## config.mk

```make
export PLATFORM = sky130hd
export DESIGN_NAME = la_rstseq_flat
export DESIGN_NICKNAME = d
export VERILOG_FILES = /design/src/rtl/la_rstseq_pkg.sv /design/src/rtl/la_rstseq_if.sv /design/src/rtl/la_dcounter.sv /design/src/rtl/la_rstseq.sv /design/src/flat_wrapper.sv
export SDC_FILE = /design/constraint.sdc
export NUM_CORES = 1
export LEC_CHECK = 0
export CAP_MARGIN = 40
export CORE_UTILIZATION = 48
export DETAILED_ROUTE_END_ITERATION = 8
export PLACE_DENSITY_LB_ADDON = 0.1
export REMOVE_ABC_BUFFERS = 1
export SKIP_LAST_GASP = 1
export SLEW_MARGIN = 0
export SYNTH_ARGS = -nofsm -noshare
export SYNTH_HDL_FRONTEND = slang
export SYNTH_SLANG_ARGS = --single-unit
```

## constraint.sdc

```tcl
create_clock -name clk -period 4.3 [get_ports clk]
set_input_delay 0.43 -clock clk [delete_from_list [all_inputs] [get_ports clk]]
set_output_delay 0.43 -clock clk [all_outputs]
set_load 0.02 [all_outputs]
```

## src/rtl/la_rstseq_pkg.sv

```systemverilog
// Shared definitions for the la_rstseq reset-release sequencer.
// State encoding and the stage-index width helper live here so the
// interface and the sequencer agree on them.
package la_rstseq_pkg;

  // 3-bit state encoding; StFail is only reachable with LA_RSTSEQ_TIMEOUT_EN
  typedef enum logic [2:0] {
    StIdle    = 3'd0,
    StCount   = 3'd1,
    StWaitRdy = 3'd2,
    StUp      = 3'd3,
    StDown    = 3'd4,
    StFail    = 3'd5
  } state_e;

  // Width of the stage index: clog2(n), but never narrower than one bit
  function automatic int unsigned stage_width(int unsigned n);
    return (n > 1) ? $clog2(n) : 1;
  endfunction

endpackage

```

## src/rtl/la_rstseq_if.sv

```systemverilog
// Control/status bundle of the la_rstseq sequencer.
// master: the controlling side (drives en/delay/timeout, returns ready).
// slave:  the sequencer itself.
interface la_rstseq_if #(
  parameter int unsigned N  = 4,
  parameter int unsigned CW = 8,
  parameter int unsigned TW = 12
);
  import la_rstseq_pkg::*;

  localparam int unsigned SW = stage_width(N);

  logic            en;
  logic [N*CW-1:0] delay;
  logic [TW-1:0]   timeout;
  logic [N-1:0]    ready;
  logic [N-1:0]    nrst_out;
  logic            done;
  logic            busy;
  logic            err;
  logic [SW-1:0]   stage;

  modport master (
    output en, delay, timeout, ready,
    input  nrst_out, done, busy, err, stage
  );

  modport slave (
    input  en, delay, timeout, ready,
    output nrst_out, done, busy, err, stage
  );

endinterface

```

## src/rtl/la_dcounter.sv

```systemverilog
// Loadable down counter with a zero flag; holds at zero.
module la_dcounter #(
  parameter int unsigned W = 8
) (
  input  logic         clk,
  input  logic         rst,
  input  logic         load,
  input  logic         dec,
  input  logic [W-1:0] load_val,
  output logic [W-1:0] q,
  output logic         zero
);

  // Count register: load wins over decrement
  always_ff @(posedge clk) begin
    if (rst) begin
      q <= '0;
    end else if (load) begin
      q <= load_val;
    end else if (dec && (q != '0)) begin
      q <= q - 1'b1;
    end
  end

  assign zero = (q == '0);

endmodule

```

## src/rtl/la_rstseq.sv

```systemverilog
// Reset-release sequencer for N downstream reset domains.
// Releases active-low domain resets in index order, each after its programmed
// delay and the previous domain's ready; asserts them in reverse order on shutdown.
// Optional ready-timeout supervision is built when LA_RSTSEQ_TIMEOUT_EN is defined.
module la_rstseq
  import la_rstseq_pkg::*;
#(
  parameter int unsigned N    = 4,
  parameter int unsigned CW   = 8,
  parameter int unsigned TW   = 12,
  parameter              PROP = "DEFAULT"
) (
  input logic         clk,
  input logic         rst,
  la_rstseq_if.slave  bus
);

  localparam int unsigned SW = stage_width(N);
  localparam logic [SW-1:0] LastStage = SW'(N - 1);

  // PROP is a pass-through property with no functional effect
  localparam int unsigned unused_prop_bits = $bits(PROP);

  state_e        state_q, state_d;
  logic [SW-1:0] stage_q, stage_d;
  logic [N-1:0]  nrst_q, nrst_d;
  logic          done_q, done_d;

  logic          cnt_load, cnt_dec, cnt_zero;
  logic [SW-1:0] load_idx;
  logic [CW-1:0] load_val, cnt_q;

  // Delay fields are only looked at when a stage's count is loaded
  assign load_val = bus.delay[int'(load_idx)*CW +: CW];

  la_dcounter #(
    .W (CW)
  ) u_dcounter (
    .clk      (clk),
    .rst      (rst),
    .load     (cnt_load),
    .dec      (cnt_dec),
    .load_val (load_val),
    .q        (cnt_q),
    .zero     (cnt_zero)
  );

`ifdef LA_RSTSEQ_TIMEOUT_EN
  logic          err_q, err_d;
  logic [TW-1:0] wcnt_q, wcnt_d;
  logic [TW-1:0] to_q, to_d;
  logic [TW-1:0] wcnt_inc;

  assign wcnt_inc = wcnt_q + 1'b1;
`else
  logic [TW-1:0] unused_timeout;
  assign unused_timeout = bus.timeout;
`endif

  // Next-state, next-output and counter control
  always_comb begin
    state_d  = state_q;
    stage_d  = stage_q;
    nrst_d   = nrst_q;
    done_d   = done_q;
    cnt_load = 1'b0;
    cnt_dec  = 1'b0;
    load_idx = '0;
`ifdef LA_RSTSEQ_TIMEOUT_EN
    err_d    = err_q;
    wcnt_d   = wcnt_q;
    to_d     = to_q;
`endif
    unique case (state_q)
      StIdle: begin
        nrst_d = '0;
        if (bus.en) begin
          state_d  = StCount;
          stage_d  = '0;
          cnt_load = 1'b1;
        end
      end
      StCount: begin
        if (!bus.en) begin
          state_d = StIdle;
          stage_d = '0;
          nrst_d  = '0;
        end else if (!cnt_zero) begin
          cnt_dec = 1'b1;
        end else begin
          nrst_d[stage_q] = 1'b1;
          state_d         = StWaitRdy;
`ifdef LA_RSTSEQ_TIMEOUT_EN
          wcnt_d = '0;
          to_d   = bus.timeout;
`endif
        end
      end
      StWaitRdy: begin
        if (!bus.en) begin
          state_d = StIdle;
          stage_d = '0;
          nrst_d  = '0;
        end else if (bus.ready[stage_q]) begin
          if (stage_q == LastStage) begin
            state_d = StUp;
            done_d  = 1'b1;
          end else begin
            state_d  = StCount;
            stage_d  = stage_q + 1'b1;
            cnt_load = 1'b1;
            load_idx = stage_q + 1'b1;
          end
        end
`ifdef LA_RSTSEQ_TIMEOUT_EN
        else begin
          wcnt_d = wcnt_inc;
          // timeout of zero disables the limit
          if ((to_q != '0) && (wcnt_inc == to_q)) begin
            state_d = StFail;
            err_d   = 1'b1;
            nrst_d  = '0;
          end
        end
`endif
      end
      StUp: begin
        if (!bus.en) begin
          state_d = StDown;
          stage_d = LastStage;
          done_d  = 1'b0;
        end
      end
      StDown: begin
        nrst_d[stage_q] = 1'b0;
        if (stage_q == '0) begin
          state_d = StIdle;
        end else begin
          stage_d = stage_q - 1'b1;
        end
      end
`ifdef LA_RSTSEQ_TIMEOUT_EN
      StFail: begin
        nrst_d = '0;
        if (!bus.en) begin
          state_d = StIdle;
          stage_d = '0;
          err_d   = 1'b0;
        end
      end
`endif
      default: begin
        state_d = StIdle;
        stage_d = '0;
        nrst_d  = '0;
        done_d  = 1'b0;
      end
    endcase
  end

  // State and output registers; rst drops every domain immediately
  always_ff @(posedge clk) begin
    if (rst) begin
      state_q <= StIdle;
      stage_q <= '0;
      nrst_q  <= '0;
      done_q  <= 1'b0;
    end else begin
      state_q <= state_d;
      stage_q <= stage_d;
      nrst_q  <= nrst_d;
      done_q  <= done_d;
    end
  end

`ifdef LA_RSTSEQ_TIMEOUT_EN
  // Ready-wait supervision registers
  always_ff @(posedge clk) begin
    if (rst) begin
      err_q  <= 1'b0;
      wcnt_q <= '0;
      to_q   <= '0;
    end else begin
      err_q  <= err_d;
      wcnt_q <= wcnt_d;
      to_q   <= to_d;
    end
  end

  assign bus.err = err_q;
`else
  assign bus.err = 1'b0;
`endif

  assign bus.nrst_out = nrst_q;
  assign bus.done     = done_q;
  assign bus.busy     = (state_q == StCount) || (state_q == StWaitRdy) || (state_q == StDown);
  assign bus.stage    = stage_q;

endmodule

```

## src/flat_wrapper.sv

```systemverilog
// flat-port wrapper written by rule: the top's interface ports become plain ports
module la_rstseq_flat import la_rstseq_pkg::*;
#(
  parameter int unsigned N    = 4,
  parameter int unsigned CW   = 8,
  parameter int unsigned TW   = 12,
  parameter              PROP = "       "
)
  (clk, rst, bus_en, bus_delay, bus_timeout, bus_ready, bus_nrst_out, bus_done, bus_busy, bus_err, bus_stage);
  la_rstseq_if #(.N(N), .CW(CW), .TW(TW)) bus_i ();
  input logic clk;
  input logic rst;
  input wire logic [$bits(bus_i.en)-1:0] bus_en;
  input wire logic [$bits(bus_i.delay)-1:0] bus_delay;
  input wire logic [$bits(bus_i.timeout)-1:0] bus_timeout;
  input wire logic [$bits(bus_i.ready)-1:0] bus_ready;
  output wire logic [$bits(bus_i.nrst_out)-1:0] bus_nrst_out;
  output wire logic [$bits(bus_i.done)-1:0] bus_done;
  output wire logic [$bits(bus_i.busy)-1:0] bus_busy;
  output wire logic [$bits(bus_i.err)-1:0] bus_err;
  output wire logic [$bits(bus_i.stage)-1:0] bus_stage;
  assign bus_i.en = bus_en;
  assign bus_i.delay = bus_delay;
  assign bus_i.timeout = bus_timeout;
  assign bus_i.ready = bus_ready;
  assign bus_nrst_out = bus_i.nrst_out;
  assign bus_done = bus_i.done;
  assign bus_busy = bus_i.busy;
  assign bus_err = bus_i.err;
  assign bus_stage = bus_i.stage;
  la_rstseq #(.N(N), .CW(CW), .TW(TW), .PROP(PROP)) u_core (.clk(clk), .rst(rst), .bus(bus_i));
endmodule
```

# == After elaboration in Yosys (flattened, before gate mapping) ==
# Index checks and enable logic that the tools add are counted.
# classes
add_sub_neg,3
order_cmp,2
eq_ne,17
shifts,1
muxes,44
bitwise_logic,5
reduce_logical,14
# op_table
op,count
32-bit by 6-bit indexed part select with 8-bit output,1
2-bit two-way mux,12
3-bit two-way mux,7
8-bit two-way mux,2
4-bit case mux with 4 select lines,1
3-bit case mux with 5 select lines,1
1-bit two-way mux,13
4-bit two-way mux,3
"2-bit != test, second input constant",6
2-bit case mux with 5 select lines,1
5-bit AND reduction,2
8-bit logical NOT,1
8-bit nonzero test,1
"8-bit by 1-bit subtractor with 8-bit output, second input constant",1
"3-bit by 2-bit == test with 1-bit output, second input constant",2
"2-bit by 1-bit != test with 1-bit output, second input constant",3
"3-bit by 2-bit != test with 1-bit output, second input constant",2
6-bit AND reduction,1
4-bit AND,1
4-bit NOT,1
4-bit bitwise OR,1
"3-bit by 1-bit == test with 1-bit output, second input constant",1
"3-bit == test, second input constant",1
3-bit logical NOT,1
other kinds (17),20
# totals
reg_bits,18
input_bits,51
elab_cells,91

# == Logic depth before layout (Yosys ltp) ==
# logic_depth
depth_word,8
ltp_mapped,9
mapped_depth_nobuf,7

# == Modules after synthesis ==
# A second synthesis with hierarchy kept.
# unflattened
cells_unflattened,157
hier_area_um2,1451.4
# modules_own_cells
mod,instances,cells_per_inst,area_each_um2,seq_area_each_um2
la_rstseq,1,98,935.9,200.2
la_dcounter,1,59,515.5,160.2

# == Worst setup path after synthesis ==
# No wires, ideal clock.
# synth_timing
kind,register to register
from,register u_core.stage_q[0] (netlist: u_core.bus.stage[0])
to,register u_core.u_dcounter.q[2]
setup_ps,73
arrival_ps,2196
required_time_ps,4227
setup_slack_ps,2031
path_stages_with_launch,10
n_path_buf,2
synth_period_minus_slack_ps,2269
cell_sequence,dfxtp_1 inv_1 ha_1 nor2b_1 clkbuf_1 and2_1 clkbuf_1 nor3_1 o31a_1 nor3_2
# synth_via
elab_chain_cells,7
word_cells_on_any_way,15
# synth_lines
item,line_no,text
from (decl),la_rstseq.sv:25,"logic [SW-1:0] stage_q, stage_d;"
from (signal assigned),la_rstseq.sv:170,stage_q <= stage_d;
2-bit by 1-bit adder with 2-bit output (tied with other cells),la_rstseq.sv:112,load_idx = stage_q + 1'b1;
2-bit two-way mux or 1-bit two-way mux (tied branches),"la_rstseq.sv:105, la_rstseq.sv:104",
2-bit two-way mux,la_rstseq.sv:104,end else if (bus.ready[stage_q]) begin
2-bit two-way mux,la_rstseq.sv:100,if (!bus.en) begin
2-bit two-way mux,la_rstseq.sv:74,unique case (state_q)
32-bit by 6-bit indexed part select with 8-bit output,la_rstseq.sv:34,assign load_val = bus.delay[int'(load_idx)*CW +: CW];
8-bit two-way mux,la_dcounter.sv:18,end else if (load) begin
to (signal assigned),la_dcounter.sv:19,q <= load_val;
to (signal assigned),la_dcounter.sv:21,q <= q - 1'b1;
to (decl),la_dcounter.sv:10,"output logic [W-1:0] q,"
# Several ways; a longest one is shown, not always the timed one. The select of a mux whose other input is x is not followed.
# A chain may end at the register's enable or synchronous reset.

# == Final worst setup path ==
# layout_timing
from,register u_core.stage_q[0] (netlist: u_core.bus.stage[0])
to,register u_core.u_dcounter.q[3]
# The elaborated chain is that of the path after synthesis.

==> run summary <==
In this run the power spent charging and discharging nets is 0.0001980 W. The layout cell share with drive strength beyond 1 was 0.07143; the highest net fanout along the worst path was 9. 0 antenna diodes ended up in the layout.

Type of the setup path with the least slack: register to register. Once detailed placement completed, the half-perimeter wirelength came to 3115 um. The tools report the final cell area excluding filler cells as 0.002019 sq mm.

In this run the clock root is driven by a sky130_fd_sc_hd__clkbuf_4. The largest vdd supply drop is 0.1850 mV. Hold buffer count at CTS: 0. Clock tree synthesis found a total of 18 sinks. The tools report the kind of launch point of the worst setup path as a register. The synthesized netlist occupies a cell area of 0.001556 sq mm. The logs give 58 for the number of library cell types mapped by synthesis and 20 for the number of rows in the core area. Setup repair after global routing left no endpoint under its margin. TritonCTS built the clock tree. The count of H-tree levels built during CTS is 1, and the relative slew slack is 0.4518. Clock latency on the worst-skew pair, taken at its later pin, is 310 ps. In this run, synthesis inferred 0 flip-flops with an integrated enable. The cell-internal power is 0.0003194 W.

For the pin with the worst max-slew slack, the measured transition is 819.8 ps. The maximum count of clock buffers along a single path was 2; the via count of the first global-routing pass was 1501. The run gives 0 as the count of endpoints failing setup in the final report. Total die area: 0.003475 sq mm. The fraction of post-synthesis cell area in the top cell type by area came out at 0.2315. By area the synthesized netlist is led by sky130_fd_sc_hd__dfxtp_1 23%, sky130_fd_sc_hd__ha_1 5.6%, sky130_fd_sc_hd__nor2_1 5.1%. The placement-stage cell area was 0.001997 sq mm; the number of buffers created by CTS was 3. The logs give 0 for the initial antenna violation count and 279 for the number of fillers in the final layout.

The count of pins over their slew limit was 0; the via density per instance was 5.837. The tools report the initial standard-cell utilization of the core as 0.5098. Input and output buffers added on the ports amount to 46.

The combined global-route utilization of all metal layers came out at 0.2513. At the worst endpoint, the required time is 4550 ps. After synthesis, the largest family of logic cells by area is simple AND/OR/NAND/NOR gates. The logs give 298 for the number of nets in the finished design and 0 for the quantity of gates resized following cts. For the total via count after detailed routing, the log shows 1646.

Dividing total power by cell area gives a power density of 256.2 mW/mm^2. Entering global routing, the biggest net connects 21 pins. In this run the mean area of a mapped cell was 7.630 sq um. The tools report the final antenna-violating net count as 0. In the synthesized netlist the dominant register cell turns out to be sky130_fd_sc_hd__dfxtp_1. The switching share of total power came out at 0.3827.

Routability-driven placement finished with a final weighted congestion of 0.8221. Final number of hold-violating endpoints: 0. The worst path needs 2564 ps of the cycle, external delays included. Across the run, the number of max-cap violations was 0.

Traced cell by cell, the critical path runs through inv_1 > ha_1 > nor2b_1 > and2_1 > nor3_1 > o21ai_0 > a22o_1. The logs give 0.423 for the share of power burned in combinational logic and 0.401 for the sequential group share of total power. For this run, the slowest stage of the critical path takes 570 ps. The kind of cell with the highest combined delay along the critical path is simple AND/OR/NAND/NOR gates.

The arrival time at the worst endpoint is 2820 ps, and the total negative slack is 0 ps. Simple-gate share of the synthesized area: 0.3031. The routed design has 4130 um of wire. The portion of the clock cycle consumed by the worst path in the final layout was 0.5963. The flow ran to the end, and the final reports show no timing, DRC or antenna violations. The floorplan step set the die width to 58.95 um. The first global-routing pass estimated 6720 um of wire. The proportion of synthesized area in mux cells works out to 0.02733.

For the detailed-router iteration count before antenna repair, the log shows 4. Synthesis produced a netlist whose cell count is 204. The worst path buffer plus inverter count was 1; the chip height was 58.95 um. The clock tree skew after final layout was 13.23 ps; the post-synthesis to final-layout area growth was 29.74%.

The count of warnings emitted by yosys is 0, and the adder-cell area share of the yosys netlist is 0.05627. After detailed routing, the number of remaining DRC violations is 0. The leakage power of the design is 0.7372 nW, and the clock edge transition at the registers on the reported setup and hold paths is 120 ps. Flip-flop and latch count after synthesis: 18.

After global routing the overflow that remains totals 0. Post-synthesis compound-gate area fraction: 0.2886. The run gives 0.003053 sq mm as the core footprint.

Static timing analysis puts the maximum clock frequency at 0.3900 GHz. Area share of xor/xnor cells in the synthesized design: 0.02814. The dominant cell type by area after synthesis was sky130_fd_sc_hd__dfxtp_1.

After clock tree synthesis, the setup repair step added 0 buffers. The portion of the post-synthesis area used by sequential elements is 0.2315. The routed wire length per instance came out at 14.65 um. The slowest stage of the critical path is the sky130_fd_sc_hd__dfxtp_1 cell. The clock share of power was 0.176; the number of placed I/O pins was 60. Number of DRC markers in iteration 0: 64. The tightest min-delay check is of the register to register type.

Share of async-settable or async-resettable flops after synthesis: 0. The sort of element at the end of the critical path is a register.
==> registers in the layout, summed over array words and instances (netlist names) <==
name                 cells
u_core.bus.done          1
u_core.bus.stage         2
u_core.state_q           3
u_core.u_dcounter.q      8
u_core.bus.nrst_out      4
==> layer usage <==
metal	GRT usage	share of wire	vias to the layer above
met2	0.4058	0.47	63
met3	0.03297	0.060	5
li1	-	-	825
met1	0.3501	0.47	753
met4	0.07143	0.0097	0
met5	0	0	-
==> tightest hold or removal path, delay by kind of cell (launching register included) <==
family	cells	cell delay, ps
AO/OA/AOI/OAI	1	50
flip-flops	1	330
AND/OR/NAND/NOR	1	60
==> metrics by stage <==
step                      total power [W]    util  worst slack (ps)  hold WS (ps)  instances
after floorplan                 0.0003424       -              2098         492.4        189
after global placement          0.0004187  0.6541              1513         462.4        279
after detailed placement        0.0004271  0.6541              1447         465.5        279
after CTS                       0.0005145  0.6615              1743         484.5        282
after global routing            0.0005417  0.6615              1547         512.4        282
final                           0.0005174  0.6615              1736         482.0        282
==> worst paths after layout <==
check / to / depth (start not counted) / from / slack [ps]
max: u_core.u_dcounter.q[3] / 7 / u_core.bus.stage[0] / 1740
min reg2reg: u_core.bus.done / 2 / u_core.bus.done / 480
max reg2reg: u_core.u_dcounter.q[3] / 7 / u_core.bus.stage[0] / 1740
min: u_core.bus.done / 2 / u_core.bus.done / 480
==> power by group through the flow <==
stage               Combinational (W)  Clock [W]  Sequential, W
global placement             0.000210          0       0.000209
CTS                          0.000218  0.0000898       0.000207
global route                 0.000238  0.0000935       0.000211
finish                       0.000219  0.0000911       0.000207
detailed placement           0.000216          0       0.000211
floorplan                    0.000135          0       0.000207
==> Yosys cell counts, types with 2 or more instances <==
master and count:
sky130_fd_sc_hd__a211o_1 2, sky130_fd_sc_hd__a211oi_1 4, sky130_fd_sc_hd__a21oi_1 11, sky130_fd_sc_hd__a22o_1 2, sky130_fd_sc_hd__a31oi_1 8, sky130_fd_sc_hd__and2_1 3, sky130_fd_sc_hd__and3_1 7, sky130_fd_sc_hd__buf_2 6
sky130_fd_sc_hd__clkbuf_1 7, sky130_fd_sc_hd__dfxtp_1 18, sky130_fd_sc_hd__ha_1 7, sky130_fd_sc_hd__inv_1 6, sky130_fd_sc_hd__mux2i_1 2, sky130_fd_sc_hd__nand2_1 17, sky130_fd_sc_hd__nand2b_1 4, sky130_fd_sc_hd__nand3_1 9
sky130_fd_sc_hd__nand4b_1 2, sky130_fd_sc_hd__nor2_1 21, sky130_fd_sc_hd__nor2b_1 3, sky130_fd_sc_hd__nor3_1 6, sky130_fd_sc_hd__nor3_2 2, sky130_fd_sc_hd__nor3b_1 2, sky130_fd_sc_hd__nor4_1 2, sky130_fd_sc_hd__nor4b_1 2
sky130_fd_sc_hd__o21ai_0 13, sky130_fd_sc_hd__o22ai_1 2, sky130_fd_sc_hd__o32a_1 2, sky130_fd_sc_hd__xnor2_1 3, sky130_fd_sc_hd__xor2_1 2
==> cell families (layout without fill, tap and decap cells) <==
| group | count (synthesis) | in the layout |
|---|---|---|
| simple gates | 87 | 87 |
| buf+inv | 21 | 55 |
| other cells | 1 | 1 |
| compound gates | 62 | 62 |
| flops | 18 | 18 |
| fa+ha+maj | 7 | 7 |
| xor+xnor | 5 | 5 |
| mux | 3 | 3 |
==> cell type report <==
class / instances / area [sq um] / area share
multi-input cells: 165 / 1099 / 0.5440
repair buffers: 46 / 460.4 / 0.2280
flip-flops and latches: 18 / 360.3 / 0.1784
well taps: 44 / 55.05 / 0.02726
clock buffers: 3 / 22.52 / 0.01115
inverters: 6 / 22.52 / 0.01115
==> cell usage in the layout, fill, tap and decap left out, types with 2 or more instances in the layout <==
cell type	count
sky130_fd_sc_hd__clkdlybuf4s50_1	46
sky130_fd_sc_hd__nor2_1	21
sky130_fd_sc_hd__dfxtp_1	18
sky130_fd_sc_hd__nand2_1	17
sky130_fd_sc_hd__o21ai_0	13
sky130_fd_sc_hd__a21oi_1	11
sky130_fd_sc_hd__nand3_1	9
sky130_fd_sc_hd__a31oi_1	8
sky130_fd_sc_hd__and3_1	7
sky130_fd_sc_hd__ha_1	7
sky130_fd_sc_hd__inv_1	6
sky130_fd_sc_hd__nor3_1	6
sky130_fd_sc_hd__nand2b_1	4
sky130_fd_sc_hd__a211oi_1	4
sky130_fd_sc_hd__nor2b_1	3
sky130_fd_sc_hd__and2_1	3
sky130_fd_sc_hd__xnor2_1	3
sky130_fd_sc_hd__clkbuf_4	3
sky130_fd_sc_hd__nor4b_1	2
sky130_fd_sc_hd__a22o_1	2
sky130_fd_sc_hd__nor3_2	2
sky130_fd_sc_hd__a211o_1	2
sky130_fd_sc_hd__o32a_1	2
sky130_fd_sc_hd__nand4b_1	2
sky130_fd_sc_hd__o22ai_1	2
sky130_fd_sc_hd__nor4_1	2
sky130_fd_sc_hd__mux2i_1	2
sky130_fd_sc_hd__xor2_1	2
sky130_fd_sc_hd__nor3b_1	2
(Power assumes the default switching activity.)
==> RTL edit 1 (same flow settings) <==
Add a define of `LA_RSTSEQ_TIMEOUT_EN`.
--- a/src/rtl/la_rstseq.sv
+++ b/src/rtl/la_rstseq.sv
@@ -2,6 +2,8 @@
 // Releases active-low domain resets in index order, each after its programmed
 // delay and the previous domain's ready; asserts them in reverse order on shutdown.
 // Optional ready-timeout supervision is built when LA_RSTSEQ_TIMEOUT_EN is defined.
+`define LA_RSTSEQ_TIMEOUT_EN
+
 module la_rstseq
   import la_rstseq_pkg::*;
 #(
Function: changed (Yosys sat finds a counterexample within 4 cycles, from zero or initial values and one cycle with rst high).
==> RTL edit 1 against the original RTL <==
Setup slack worse by 0.039 ns; worst hold slack barely moved; maximum frequency shrank 1.5%; clock skew decreased by 0.0050 ns; total power grew to 3.1 times the old value; wire length grew 73%; non-clock buffer count is 18 higher; sequential cell count increased by 25; via count rose by 74%; cell area rose by 82%; count of clock-buffer cells in the layout increased by 2; global-route usage decreased by 1.9 points; synthesized area rose by 90%; largest cell class unchanged.
==> RTL edit 1: results (changes against the original RTL) <==
** Run status
- The run finished with clean final reports.

** Finish
- Multi-input gate share of total cell area :: 52.6% (-1.8 points)
- The sequential cell area is 861 µm² (+140%).
- The non-clock inverter instance count of the final layout came to 14 (+8).
- Multi-input comb cells :: 296 (+79%)
- Filler Cells Inserted :: 548 (+96%)
- The fraction of final layout cells sized beyond drive strength 1 is 5.65% (-1.5 points).
- The share of the core filled with cells was 61.9% (-4.3 points).
- The non-clock buffer share of cell area was 17.0% (-5.8 points).
- Cell Count, Final, Fillers Out :: 500 (+77%)
- Flip-flop and latch count :: 43 (+25)
- The clock network area share is 3.06% (+1.9 points).

** GRT
- Vias in the first global route :: 2571 (+71%)
- Met3 demand-to-capacity share in global routing :: 4.43% (+1.1 points)
- Total GRT Usage :: 23.3% (-1.9 points)
- The wire length of the first global-routing pass is 11800 µm (+76%).
- Met2 usage :: 36.4% (-4.2 points)

** Power and ir drop
- Sequential cell power :: 0.561 mW (+170%)
- Cell leakage power :: 1.37 nW (+85%)
- Max VDD drop :: 0.272 mV (+47%)
- Power consumed by the clock network :: 0.320 mW (+250%)
- The cell-internal power was 0.960 mW (+200%).

** Route
- The number of DRC markers after the initial detailed-route iteration is 224 (+250%).
- The overall routed net length came to 7150 µm (+73%).
- Vias per Instance :: 5.72 (-2.0%)

** Place
- Worst slack at placement :: 1.51 ns (+0.0584 ns)
- Placed instance area :: 3570 µm² (+79%)
- Number of instances in the placed design :: 492 (+76%)
- Post-DP HPWL :: 5270 µm (+69%)
- Port bufs :: 59 (+28%)
- Final weighted congestion of routability-driven global placement :: 0.806 (-2.0%)

** Clocking
- CTS hold repair buffers :: 0 (unchanged)
- The clock buffer count from CTS came to 5 (+2).
- The clock transition at the registers of the reported paths came to 0.09 ns (-0.03 ns).
- The level count of the clock H-tree came to 2 (+1).
- CTS Root Cell :: clkbuf_8

** Timing
- Worst Skew :: 0.00821 ns (-0.00502 ns)
- Pin slew with the least headroom to its limit :: 0.674 ns (-0.146 ns)
- Worst hold margin :: 0.482 ns (-0.000150 ns)
- Final period util :: 60.5% (+0.90 points)

** Critical path
- Register-to-Register Setup Slack :: 1.70 ns (-0.04 ns)
- Terminus of the critical flop-to-flop path :: u_core.state_q[2]$_SDFFE_PP0P_
- Among all stages on the critical path, the largest delay is contributed by or4_4.
- The arrival time of data at the critical path endpoint is 2.81 ns (about the same).
- The critical path starts at u_core.wcnt_q[0]$_SDFFE_PP0P_.
- The worst setup path is captured at a flop.

** Logic synthesis
- Sorting the synthesized cells by how often they occur yields 43 x dfxtp_1, 42 x nor2_1, 37 x a21oi_1.
- Syn Inst Count :: 376 (+84%)
- Sequential cell area fraction in the yosys report :: 29.0% (+5.9 points)
- By area the synthesized netlist is led by dfxtp_1 29%, mux2i_1 7.1%, a21oi_1 6.2%.
- For this run, the leading register cell type out of synthesis is dfxtp_1.

** Hold path
- Number of cells on the worst hold path :: 1 (-1)
- Startpoint of the worst hold path :: u_core.bus.err$_SDFFE_PP0P_
[RTL edit 1: cell types whose count changed after synthesis, moves of 6 or more]
cell / delta
o21ai_0: +11
inv_1: +8
a21oi_1: +26
xnor2_1: +9
nor2b_1: +7
mux2i_1: +19
a211oi_1: +6
nor3_1: +6
o221ai_1: +7
nor2_1: +21
dfxtp_1: +25
or3_1: +8
clkbuf_1: +6
[RTL edit 1: metal layers]
layer / part of all wire (%) / up-vias / routed length (µm)
met2: 45 / 73 / 3250
met3: 5.0 / 6 / 357
li1: - / 1471 / -
met1: 49 / 1310 / 3500
met4: 0.62 / 0 / 44
met5: 0 / - / 0
[RTL edit 1: logic make-up after synthesis]
family                   after synthesis  share of synthesized area [%]
adder cells (fa/ha/maj)                8                           3.38
multiplexers                          22                           7.85
AO/OA/AOI/OAI                        109                           23.5
AND/OR/NAND/NOR                      138                           25.0
buffers and inverters                 37                           5.61
flip-flops                            43                           29.0
XOR/XNOR                              19                           5.61
==> RTL edit 2 (same settings) <==
Made on the original files. Take the reset off `stage_q` and load it in a clocked block of its own.
--- a/src/rtl/la_rstseq.sv
+++ b/src/rtl/la_rstseq.sv
@@ -162,15 +162,17 @@
   always_ff @(posedge clk) begin
     if (rst) begin
       state_q <= StIdle;
-      stage_q <= '0;
       nrst_q  <= '0;
       done_q  <= 1'b0;
     end else begin
       state_q <= state_d;
-      stage_q <= stage_d;
       nrst_q  <= nrst_d;
       done_q  <= done_d;
     end
+  end
+
+  always_ff @(posedge clk) begin
+    stage_q <= stage_d;
   end
 
 `ifdef LA_RSTSEQ_TIMEOUT_EN
Function: differs if rst is asserted again (counterexample within 4 cycles, from zero or initial values and one cycle with rst high); with rst held inactive, the same outputs for 10 cycles.
==> RTL edit 2 against the original RTL <==
Setup slack improved by 0.0058 ns; final cell count shrank 0.71%; synthesized area grew 1.7%; wire length rose by 7.5%; sequential cell count stayed put; cell area rose by 2.6%; sequential share of layout area rose by 0.51 points; global-route usage is 2.0 points higher; via count is 1.9% higher; total power decreased by 5.2%; first-iteration DRC count up 94%; worst hold slack better by 0.017 ns; highest routed layer unchanged.
==> RTL edit 2: results (changes against the original RTL) <==
** Run status
- The run finished with clean final reports.

** Floorplan
- Die Footprint :: 3530 µm² (+1.6%)

** Logic synthesis
- Top post-synthesis cells by area :: dfxtp_1 20%, a21oi_1 6.3%, ha_1 5.5%
- The sequential cell area fraction in the yosys report is 24.0% (+0.88 points).
- Post-synth ARST share :: 0% (unchanged)
- After synthesis, the most frequently instantiated cells are 20 x a21oi_1, 16 x dfxtp_1, 14 x o21ai_0.
- The post-synthesis cell type count came to 53 (-8.6%).
- Post-synth EDFFs :: 2 (+2)
- The number of warning messages in the yosys log came to 0 (unchanged).
- Post-Syn Area per Cell :: 8.03 µm² (+5.3%)

** Place
- The half-perimeter wire length of the detailed placement result was 3350 µm (+7.5%).
- Port bufs :: 46 (unchanged)
- The instance count after placement with tap cells included was 276 (-1.1%).
- The final weighted congestion in routability-driven placement is 0.885 (+7.7%).
- The instance area after placement is 2040 µm² (+1.9%).
- The minimum setup slack after placement came to 1.46 ns (+0.0140 ns).

** Finish
- Filler Cells Inserted :: 301 (+7.9%)
- Net total in the final layout :: 295 (-1.0%)
- More flip-flops sit in one register than any other, and that register is u_core.u_dcounter.q.
- The fraction of final layout cells sized beyond drive strength 1 is 5.93% (-1.2 points).
- The diode insertion count for antenna repair is 0 (unchanged).

** Route
- Vias per Instance :: 5.99 (+2.6%)
- Routed WL :: 4440 µm (+7.5%)
- Drt wl/cell :: 15.9 µm (+8.3%)
- Count of TritonRoute iterations in the first routing pass :: 4 (unchanged)
- The number of DRC markers after the initial detailed-route iteration was 124 (+94%).

** Timing
- The worst setup skew after layout came to 0.00627 ns (-0.00695 ns).
- The total of endpoints with negative setup slack in the final report was 0 (unchanged).
- The pin slew with the least headroom to its limit was 0.589 ns (-0.231 ns).

** Power and ir drop
- The maximum ir drop on the vdd rail came to 0.161 mV (-13%).
- The static leakage came to 0.777 nW (+5.4%).

** Critical path
- Data arrival time of the worst path :: 2.76 ns (-0.06 ns)
- Crit-path max FO :: 9 (unchanged)
- CP startpoint :: u_core.bus.stage[0]$_DFFE_PP_

** Clocking
- After clock tree synthesis, the clock-pin slew on the worst setup and hold paths is 0.13 ns.
- Maximum root-to-sink buffer count :: 2 (unchanged)
- Post-CTS setup repair buffer count :: 0 (unchanged)
- Later-pin clock latency in the skew report :: between 0.3 and 0.4 ns
- The tree is rooted in a clkbuf_4.

** GRT
- The number of global-route vias before repair came to 1547 (+3.1%).
- Wire length of the first global-routing pass :: 7200 µm (+7.1%)
- Total GRT Usage :: 27.1% (+2.0 points)
- Pin count of the biggest net entering global routing :: 19 (-9.5%)
- The number of antenna violations at the first check in global routing was 0 (unchanged).

** Hold path
- Worst hold path class :: reg -> reg
- The worst hold path begins at u_core.bus.nrst_out[3]$_SDFFE_PP0P_.
[RTL edit 2: layout make-up]
cell class	count	area share [%]
multi-input cells	160	53.6
inverters	8	1.45
clock buffers	4	1.75
well taps	44	2.66
flip-flops and latches	18	18.4
repair buffers	46	22.2
[RTL edit 2: power by group]
part	switching (mW)	internal, mW	total (mW)	leakage (nW)
logic	0.0843	0.0858	0.170	0.604
registers	0.0207	0.182	0.203	0.152
clock network	0.0654	0.0518	0.117	0.0210
total	0.170	0.320	0.491	0.777
[RTL edit 2: logic make-up (layout without fill, tap and decap cells)]
logic type | count (synthesis) | after routing | synth area share, %
flip-flops | 18 | 18 | 24.0
other | 1 | 1 | 0.237
multiplexers | 14 | 14 | 10.4
XOR/XNOR | 1 | 1 | 0.553
buffers and inverters | 19 | 58 | 5.85
AND/OR/NAND/NOR | 65 | 65 | 23.6
adder cells (fa/ha/maj) | 7 | 7 | 5.53
AO/OA/AOI/OAI | 72 | 72 | 29.8
[RTL edit 2: worst paths after layout]
| path | end | slack [ns] | depth (start not counted) |
|---|---|---|---|
| setup / recovery | u_core.u_dcounter.q[2]$_SDFFE_PP0P_ | 1.74 | 6 |
| hold / removal | u_core.bus.nrst_out[3]$_SDFFE_PP0P_ | 0.50 | 2 |
| setup reg to reg | u_core.u_dcounter.q[2]$_SDFFE_PP0P_ | 1.74 | 6 |
| hold reg to reg | u_core.bus.nrst_out[3]$_SDFFE_PP0P_ | 0.50 | 2 |
[RTL edit 2: critical path, stage by stage (launching register included)]
cell and delay, ns:
edfxtp_1 0.57, ha_1 0.34, or2_1 0.29, or3_1 0.51, mux2_1 0.38, o21ai_1 0.22, a221oi_1 0.14
[RTL edit 2: stage by stage]
| step | hold slack [ns] | utilization, % |
|---|---|---|
| global placement | 0.475 | 65.6 |
| finish | 0.499 | 66.8 |
| CTS | 0.501 | 66.8 |
| detailed placement | 0.485 | 65.6 |
| floorplan | 0.499 | - |
| global route | 0.540 | 66.8 |
[RTL edit 2: metal layers]
metal	global-route usage, %	up-vias	wire length [µm]	share of wire [%]
met3	3.93	13	241	5.4
met2	46.5	52	2170	49
met1	33.0	786	1900	43
met4	12.9	0	128	2.9
li1	-	826	-	-
met5	0	-	0	0
